===== src/rtl/reg_share_arbiter.sv =====
// Round-robin arbiter guarding a single shared N-bit register written by R requesters.
// Each transaction is IDLE -> GRANT -> COMMIT: grant for two cycles, then a one-cycle ack
// that coincides with the register update. A requester that drops req while granted
// aborts without touching the register or the round-robin pointer.
//
// Ports:
//   clk      - single clock, all state updates on posedge
//   reset_n  - synchronous active-low reset
//   req      - per-requester level write request, held until ack
//   wdata    - packed write data, requester i owns bits [i*N +: N]
//   grant    - registered one-hot grant, zero when idle
//   ack      - registered one-hot completion pulse (one cycle)
//   reg_q    - shared register contents
//   busy     - high whenever the FSM is not IDLE
module reg_share_arbiter #(
   parameter int unsigned N = 8,
   parameter int unsigned R = 4
) (
   input  logic           clk,
   input  logic           reset_n,
   input  logic [R-1:0]   req,
   input  logic [R*N-1:0] wdata,
   output logic [R-1:0]   grant,
   output logic [R-1:0]   ack,
   output logic [N-1:0]   reg_q,
   output logic           busy
);

   localparam int unsigned IW = $clog2(R);

   typedef enum logic [1:0] {
      S_IDLE   = 2'd0,
      S_GRANT  = 2'd1,
      S_COMMIT = 2'd2
   } state_e;

   state_e         state_q, state_d;
   logic [R-1:0]   grant_q, grant_d;
   logic [R-1:0]   ack_q, ack_d;
   logic [N-1:0]   data_q, data_d;
   logic [IW-1:0]  last_q, last_d;
   logic [IW-1:0]  winner_q, winner_d;
   logic           busy_q, busy_d;

   logic           rr_found;
   logic [IW-1:0]  rr_idx;
   logic [N-1:0]   win_data;

   // Round-robin search starting just after the last committed requester, with wrap.
   always_comb begin : rr_search
      int unsigned idx;
      rr_found = 1'b0;
      rr_idx   = '0;
      idx      = 0;
      for (int unsigned k = 1; k <= R; k++) begin
         idx = 32'(last_q) + k;
         if (idx >= R) idx = idx - R;
         if (!rr_found && req[IW'(idx)]) begin
            rr_found = 1'b1;
            rr_idx   = IW'(idx);
         end
      end
   end

   // Write-data slice of the current winner.
   always_comb begin
      win_data = '0;
      for (int unsigned i = 0; i < R; i++) begin
         if (winner_q == IW'(i)) win_data = wdata[i*N +: N];
      end
   end

   // Next-state and registered-output decode.
   always_comb begin
      state_d  = state_q;
      grant_d  = grant_q;
      ack_d    = '0;
      data_d   = data_q;
      last_d   = last_q;
      winner_d = winner_q;

      case (state_q)
         S_IDLE: begin
            grant_d = '0;
            if (rr_found) begin
               winner_d = rr_idx;
               grant_d  = R'(1) << rr_idx;
               state_d  = S_GRANT;
            end
         end
         S_GRANT: begin
            if (req[winner_q]) begin
               data_d  = win_data;
               ack_d   = grant_q;
               last_d  = winner_q;
               state_d = S_COMMIT;
            end else begin
               // Requester withdrew: abandon without side effects.
               grant_d = '0;
               state_d = S_IDLE;
            end
         end
         S_COMMIT: begin
            grant_d = '0;
            state_d = S_IDLE;
         end
         default: begin
            grant_d = '0;
            state_d = S_IDLE;
         end
      endcase

      busy_d = (state_d != S_IDLE);
   end

   // State register; reset leaves requester 0 with top priority.
   always_ff @(posedge clk) begin
      if (!reset_n) begin
         state_q  <= S_IDLE;
         grant_q  <= '0;
         ack_q    <= '0;
         data_q   <= '0;
         last_q   <= IW'(R - 1);
         winner_q <= '0;
         busy_q   <= 1'b0;
      end else begin
         state_q  <= state_d;
         grant_q  <= grant_d;
         ack_q    <= ack_d;
         data_q   <= data_d;
         last_q   <= last_d;
         winner_q <= winner_d;
         busy_q   <= busy_d;
      end
   end

   assign grant = grant_q;
   assign ack   = ack_q;
   assign reg_q = data_q;
   assign busy  = busy_q;

endmodule

===== config.mk =====
export PLATFORM = sky130hd
export DESIGN_NAME = reg_share_arbiter
export DESIGN_NICKNAME = d
export VERILOG_FILES = /design/src/rtl/reg_share_arbiter.sv
export SDC_FILE = /design/constraint.sdc
export NUM_CORES = 1
export LEC_CHECK = 0
export ABC_CLOCK_PERIOD_IN_PS = 1350
export CAP_MARGIN = 0
export CORE_MARGIN = 8
export CORE_UTILIZATION = 35
export CTS_CLUSTER_SIZE = 28
export DETAILED_ROUTE_END_ITERATION = 7
export GPL_ROUTABILITY_DRIVEN = 0
export PLACE_DENSITY = 0.74
export SETUP_SLACK_MARGIN = 0.1
export SYNTH_ARGS = -nofsm -noshare
export SYNTH_HDL_FRONTEND = slang
export SYNTH_SLANG_ARGS = --single-unit

===== constraint.sdc =====
create_clock -name clk -period 1.35 [get_ports clk]
set_input_delay 0.27 -clock clk [delete_from_list [all_inputs] [get_ports clk]]
set_output_delay 0.27 -clock clk [all_outputs]
set_load 0.1 [all_outputs]

==> results of run 1 <==
## stage by stage
step | std cells | util (%) | setup TNS (ns) | instance area [sq um] | hold slack, ns
5_1_grt | 219 | 71.5 | -2.78 | 2180 | 0.492
3_5_place_dp | 210 | 68.3 | -9.10 | 2080 | 0.516
2_1_floorplan | 97 | - | -0.279 | 1190 | 0.414
4_1_cts | 219 | 71.4 | -1.96 | 2180 | 0.539
3_3_place_gp | 210 | 68.3 | -7.62 | 2080 | 0.503
6_report | 219 | 71.5 | -2.07 | 2180 | 0.438
## Yosys cell counts (2+ instances only)
cell | instances | area [sq um]
inv_1 | 2 | 7.51
a21oi_1 | 2 | 10.0
mux2i_1 | 12 | 120
nor2b_1 | 9 | 56.3
buf_2 | 2 | 10.0
mux4_2 | 8 | 180
o21ai_0 | 3 | 15.0
nand2b_1 | 4 | 25.0
nand2_1 | 2 | 7.51
nor2_1 | 6 | 22.5
dfxtp_1 | 23 | 460
nand3b_1 | 2 | 15.0
## cell type report
cell class              instances  area, sq um  share of cell area, %
repair buffers                 79          918                   42.1
inverters                       2         7.51                  0.344
clock buffers                   4         26.3                   1.20
well taps                      44         55.1                   2.52
multi-input cells              67          698                   32.0
flip-flops and latches         23          477                   21.8
## where the power goes
group,internal [mW],switching (mW)
Sequential,0.739,0.0612
Combinational,0.506,0.482
Clock,0.115,0.213
## per-layer routing
| metal | routed length (um) | vias up |
|---|---|---|
| li1 | - | 508 |
| met1 | 1230 | 528 |
| met2 | 1850 | 42 |
| met3 | 369 | 2 |
| met4 | 14 | 0 |
| met5 | 0 | - |
## critical path, delay by kind of cell (launching register included)
kind / cells / cell delay (ns)
flip-flops: 1 / 0.37
buffers and inverters: 1 / 0.17
AND/OR/NAND/NOR: 2 / 0.46
AO/OA/AOI/OAI: 1 / 0.24
multiplexers: 1 / 0.20
## sequential cells by signal (all words and copies together) (netlist names)
register / cells
winner_q: 2
state_q: 2
ack: 4
busy: 1
grant: 4
reg_q: 8
last_q: 2
## worst min path at each step
| stage | from | endpoint | slack [ns] |
|---|---|---|---|
| 2_1_floorplan | reset_n | state_q[0] | 0.41 |
| 3_3_place_gp | grant[3] | ack[3] | 0.50 |
| 3_5_place_dp | grant[3] | ack[3] | 0.52 |
| 4_1_cts | grant[3] | ack[3] | 0.54 |
| 5_1_grt | req[1] | last_q[1] | 0.49 |
| 6_report | req[1] | last_q[1] | 0.44 |
## cells by family (layout without fill, tap and decap cells)
kind of cell	Yosys count	count (layout)	share of synthesized area, %
simple gates	34	34	18.6
flops	23	23	41.3
mux	20	20	26.9
compound gates	13	13	9.54
buf+inv	7	85	3.59
## repair_timing
action | in CTS | in global routing
setup endpoints to repair | 22 | 21
setup buffers | 5 | 0
cloned | 0 | 0
resized for setup | 14 | 8
pin swaps | 4 | 4
hold endpoints to repair | 0 | 0
==> results.md, run 1 <==
- Commonest non-fill, non-tap cells in the layout: 33 x clkdlybuf4s50_1, 21 x buf_4, 19 x buf_12, 14 x dfxtp_1, 10 x mux2i_1
- RSZ-0062 raised after global routing: yes
- Crit path kind: reg -> reg
- HPWL after DPL: 2750 um
- Worst path max stage delay: 0.39 ns
- Area growth syn-to-layout: 95.7%
- Crit share post-route: 114%
- Critical Path Sink Type: flip-flop
- Worst vdd ir: 496 uV
- First-pass GRT wire length: 5870 um
- Worst Path Max Fanout: 7
- Worst R2R Setup Slack: -0.18 ns
- Number of nets in the layout: 214
- Post-synthesis net count: 135
- Chip height: 72.4 um
- Worst-Margin Slew: 0.384 ns
- Worst-Skew Late Latency: 0.31 ns
- GR Util met1: 13.5%
- Number of enable flip-flop cells after synthesis: 0
- Worst Reg-to-Reg Cells: 5
- Clock skew: 0.0113 ns
- Hold Vio Cnt, Final: 0
- Boundary Pins: 55
- Hold-fix buffers, CTS: 0
- Clock Sinks: 23
- Num CTS Buffers: 3
- Crit-path slowest cell: or3b_4
- Clk slew on worst S/H paths: 0.14 ns
- Critical Path RT: 1.56 ns
- FMAX: 0.652 GHz
- LEAKAGE: 0.846 nW
- Share of post-route cells with drive strength above 1: 45.7%
- Rows: 20
- # DRC: 0
- H-tree depth: 1
- Initial antenna violation count: 0
- Worst hold path depth: 4
- M2 GR Usage: 24.7%
- HP Class: in -> reg
- Pwr/cell area: 970 nW/um^2
- Diodes inserted: 0
- FFs w/ async S/R, synth: 0%
- Top_reg_cell synth: dfxtp_1
- Global route total overflow: 0
- Drt first pass iters: 4
- CP endpoint: reg_q[4]
- CP Cell Sequence: or3b_4 -> o22ai_4 -> buf_12 -> mux2i_1 -> nor2b_1
- Final Max Tran Viols: 0
- Post-Syn Instances: 97
- Netlist cell types: 34
- Failing checks: negative setup slack
- Routed wire length per instance: 15.8 um
- Number of max-cap violations: 0
- Mean Syn Cell Area: 11.5 sq um
- Clk buf depth: 2
- Mapped Area: 1110 sq um
- Via-to-Cell Ratio: 4.93
- Starting DRT DRC Count: 33
- Routed Antenna Nets: 0
- Via count: 1080
- CP Launch Type: flip-flop
- Grt met3 use: 6.47%
- Most common cell after layout, fill and taps aside: clkdlybuf4s50_1
- Filler cell count: 238
- PnR Total Power: 2.12 mW
- Max-Slew Margin vs Limit: 74.3%
- IO Port Bufs: 54
- R2r startpoint: state_q[1]
- Reg2reg end: reg_q[4]
- Root buffer cell: clkbuf_4
- Initial Utilization: 36.5%
- Vias in the first global route: 1232
- Busiest grt layer: met2
- Final Worst Setup Slack: -0.184 ns
- Status: complete, but fails checks
- Final Setup Violations: 17
- Core area: 3050 sq um
- Dpl ws: -0.506 ns
- Full die area: 5250 sq um
- Min Tclk post-route: 1.53 ns
- Pin count of the biggest net entering global routing: 13
- Routed wire length: 3460 um
- Yosys synthesis warning count: 0
- #FFs+latches synth: 23
- Worst Path Arrival: 1.74 ns
- Die Span X: 72.4 um
- Seq/Total Area, Yosys: 41.3%
- CTS tree: built
- GR Util All Layers: 13.6%
- Critical path startpoint: state_q[1]
No activity file was read; power rests on OpenSTA's default activity.
==> inputs of run 2 (changes only) <==
CORE_UTILIZATION = 36   (was 35)
PLACE_DENSITY = 0.76   (was 0.74)
==> results.md, run 2 (synthesized netlist as in run 1, its figures left out) <==
- Boundary Pins: 55
- Routed Antenna Nets: 0
- Crit share post-route: 113%
- RSZ-0062 raised after global routing: yes
- Starting DRT DRC Count: 28
- Internal power: 1.33 mW
- IO Port Bufs: 54
- Filler cell count: 236
- Hold path startpoint: last_q[0]
- Die Span X: 71.7 um
- H-tree depth: 1
- Initial antenna violation count: 0
- PnR Total Power: 2.07 mW
- Comb power frac: 45.7%
- HPWL after DPL: 2760 um
- Initial Utilization: 37.1%
- Most common cell after layout, fill and taps aside: clkdlybuf4s50_1
- Worst-Skew Late Latency: 0.31 ns
- Worst-Margin Slew: 0.387 ns
- Status: complete, but fails checks
- Dpl ws: -0.558 ns
- # DRC: 0
- Switch Pwr: 0.742 mW
- Chip height: 71.7 um
- Critical Path RT: 1.56 ns
- Critical Path Sink Type: flip-flop
- Via-to-Cell Ratio: 5.15
- Pin count of the biggest net entering global routing: 14
- Number of nets in the layout: 207
- Root buffer cell: clkbuf_4
- Min Tclk post-route: 1.53 ns
- Rows: 20
- R2r startpoint: winner_q[0]
- Clk slew on worst S/H paths: 0.14 ns
- Drt first pass iters: 4
- Share of post-route cells with drive strength above 1: 40.5%
- Final Setup Violations: 14
- Via count: 1035
- GR Util All Layers: 13.5%
- First-pass GRT wire length: 5550 um
- Hold-fix buffers, CTS: 0
- Vias in the first global route: 1196
- Worst vdd ir: 448 uV
- Final Worst Setup Slack: -0.182 ns
- Area growth syn-to-layout: 88.2%
- Reg2reg end: grant[2]
- CP Launch Type: flip-flop
- Crit path kind: reg -> reg
- Worst Path Max Fanout: 5
- Commonest non-fill, non-tap cells in the layout: 33 x clkdlybuf4s50_1, 19 x buf_12, 15 x dfxtp_1, 15 x buf_4, 10 x mux2i_1
- Routed wire length per instance: 16.7 um
- Failing checks: negative setup slack
- Max-Slew Margin vs Limit: 74.1%
- Clk buf depth: 2
- Worst Path Arrival: 1.75 ns
- Global route total overflow: 0
- Worst R2R Setup Slack: -0.18 ns
- Hold path endpoint: last_q[0]
- Clk pwr share: 15.7%
- Hold Vio Cnt, Final: 0
- Core area: 3000 sq um
- HP Class: reg -> reg
- Routed wire length: 3350 um
- Pwr/cell area: 987 nW/um^2
- LEAKAGE: 0.807 nW
- Clock Sinks: 23
- Switching part of the total: 35.8%
- Largest register FFs: 8
- FMAX: 0.653 GHz
- Final Max Tran Viols: 0
- Clock skew: 0.00684 ns
- Number of max-cap violations: 0
- Flop pwr share: 38.5%
- Num CTS Buffers: 3
- Diodes inserted: 0
- Full die area: 5130 sq um
- Worst hold path depth: 2
- Worst Reg-to-Reg Cells: 5
- CTS tree: built
==> run 2: worst max path at each step <==
stage | start | to | slack (ns) | cells after the start
2_1_floorplan | state_q[0] | last_q[0] | -0.04 | 5
3_3_place_gp | req[3] | grant[0] | -0.48 | 6
3_5_place_dp | req[3] | grant[0] | -0.56 | 6
4_1_cts | winner_q[1] | reg_q[1] | -0.21 | 5
5_1_grt | winner_q[1] | reg_q[6] | -0.26 | 5
6_report | winner_q[0] | grant[2] | -0.18 | 5
==> run 2: worst max-delay path, cell delays in order (launching register included) <==
cell and delay (ns):
dfxtp_4 0.43, mux2i_4 0.28, o22ai_4 0.15, buf_4 0.16, and3_2 0.21, a31o_2 0.21
==> run 2: cell type report <==
cell class | instances | area (sq um) | area share [%]
clock inverter | 1 | 5.00 | 0.239
clock buffer | 3 | 22.5 | 1.07
inverter | 2 | 7.51 | 0.358
sequential | 23 | 475 | 22.7
timing repair buffer | 72 | 870 | 41.4
tap | 33 | 41.3 | 1.97
multi-input combinational | 67 | 677 | 32.3
==> run 2: timing repair <==
action,4_1_cts,5_1_grt
pin swaps,3,3
setup buffers,1,1
endpoints found under the hold margin,0,0
endpoints found under the setup margin,22,22
resized for setup,8,3
==> run 2: metal layers <==
metal,routed length [um],part of all wire (%),vias to the layer above,GRT usage (%)
li1,-,-,499,-
met1,1240,37,485,14.5
met2,1740,52,47,22.9
met3,337,10,4,5.86
met4,33,0.99,0,4.99
met5,0,0,-,0
==> run 2: power groups by stage <==
stage	Clock, mW	Sequential [mW]	Combinational [mW]
finish	0.326	0.798	0.947
global route	0.373	0.806	0.996
CTS	0.334	0.799	0.946
detailed placement	0	0.812	0.941
global placement	0	0.810	0.918
floorplan	0	1.04	0.307
==> run 2: per-stage QoR <==
step	std cells	TNS, ns	instance area (sq um)	util (%)	hold WS, ns
finish	201	-1.90	2100	69.9	0.522
global route	201	-3.03	2100	69.9	0.533
CTS	200	-2.55	2080	69.3	0.531
detailed placement	195	-9.68	2040	68.0	0.509
global placement	195	-8.34	2040	68.0	0.506
floorplan	97	-0.279	1190	-	0.414
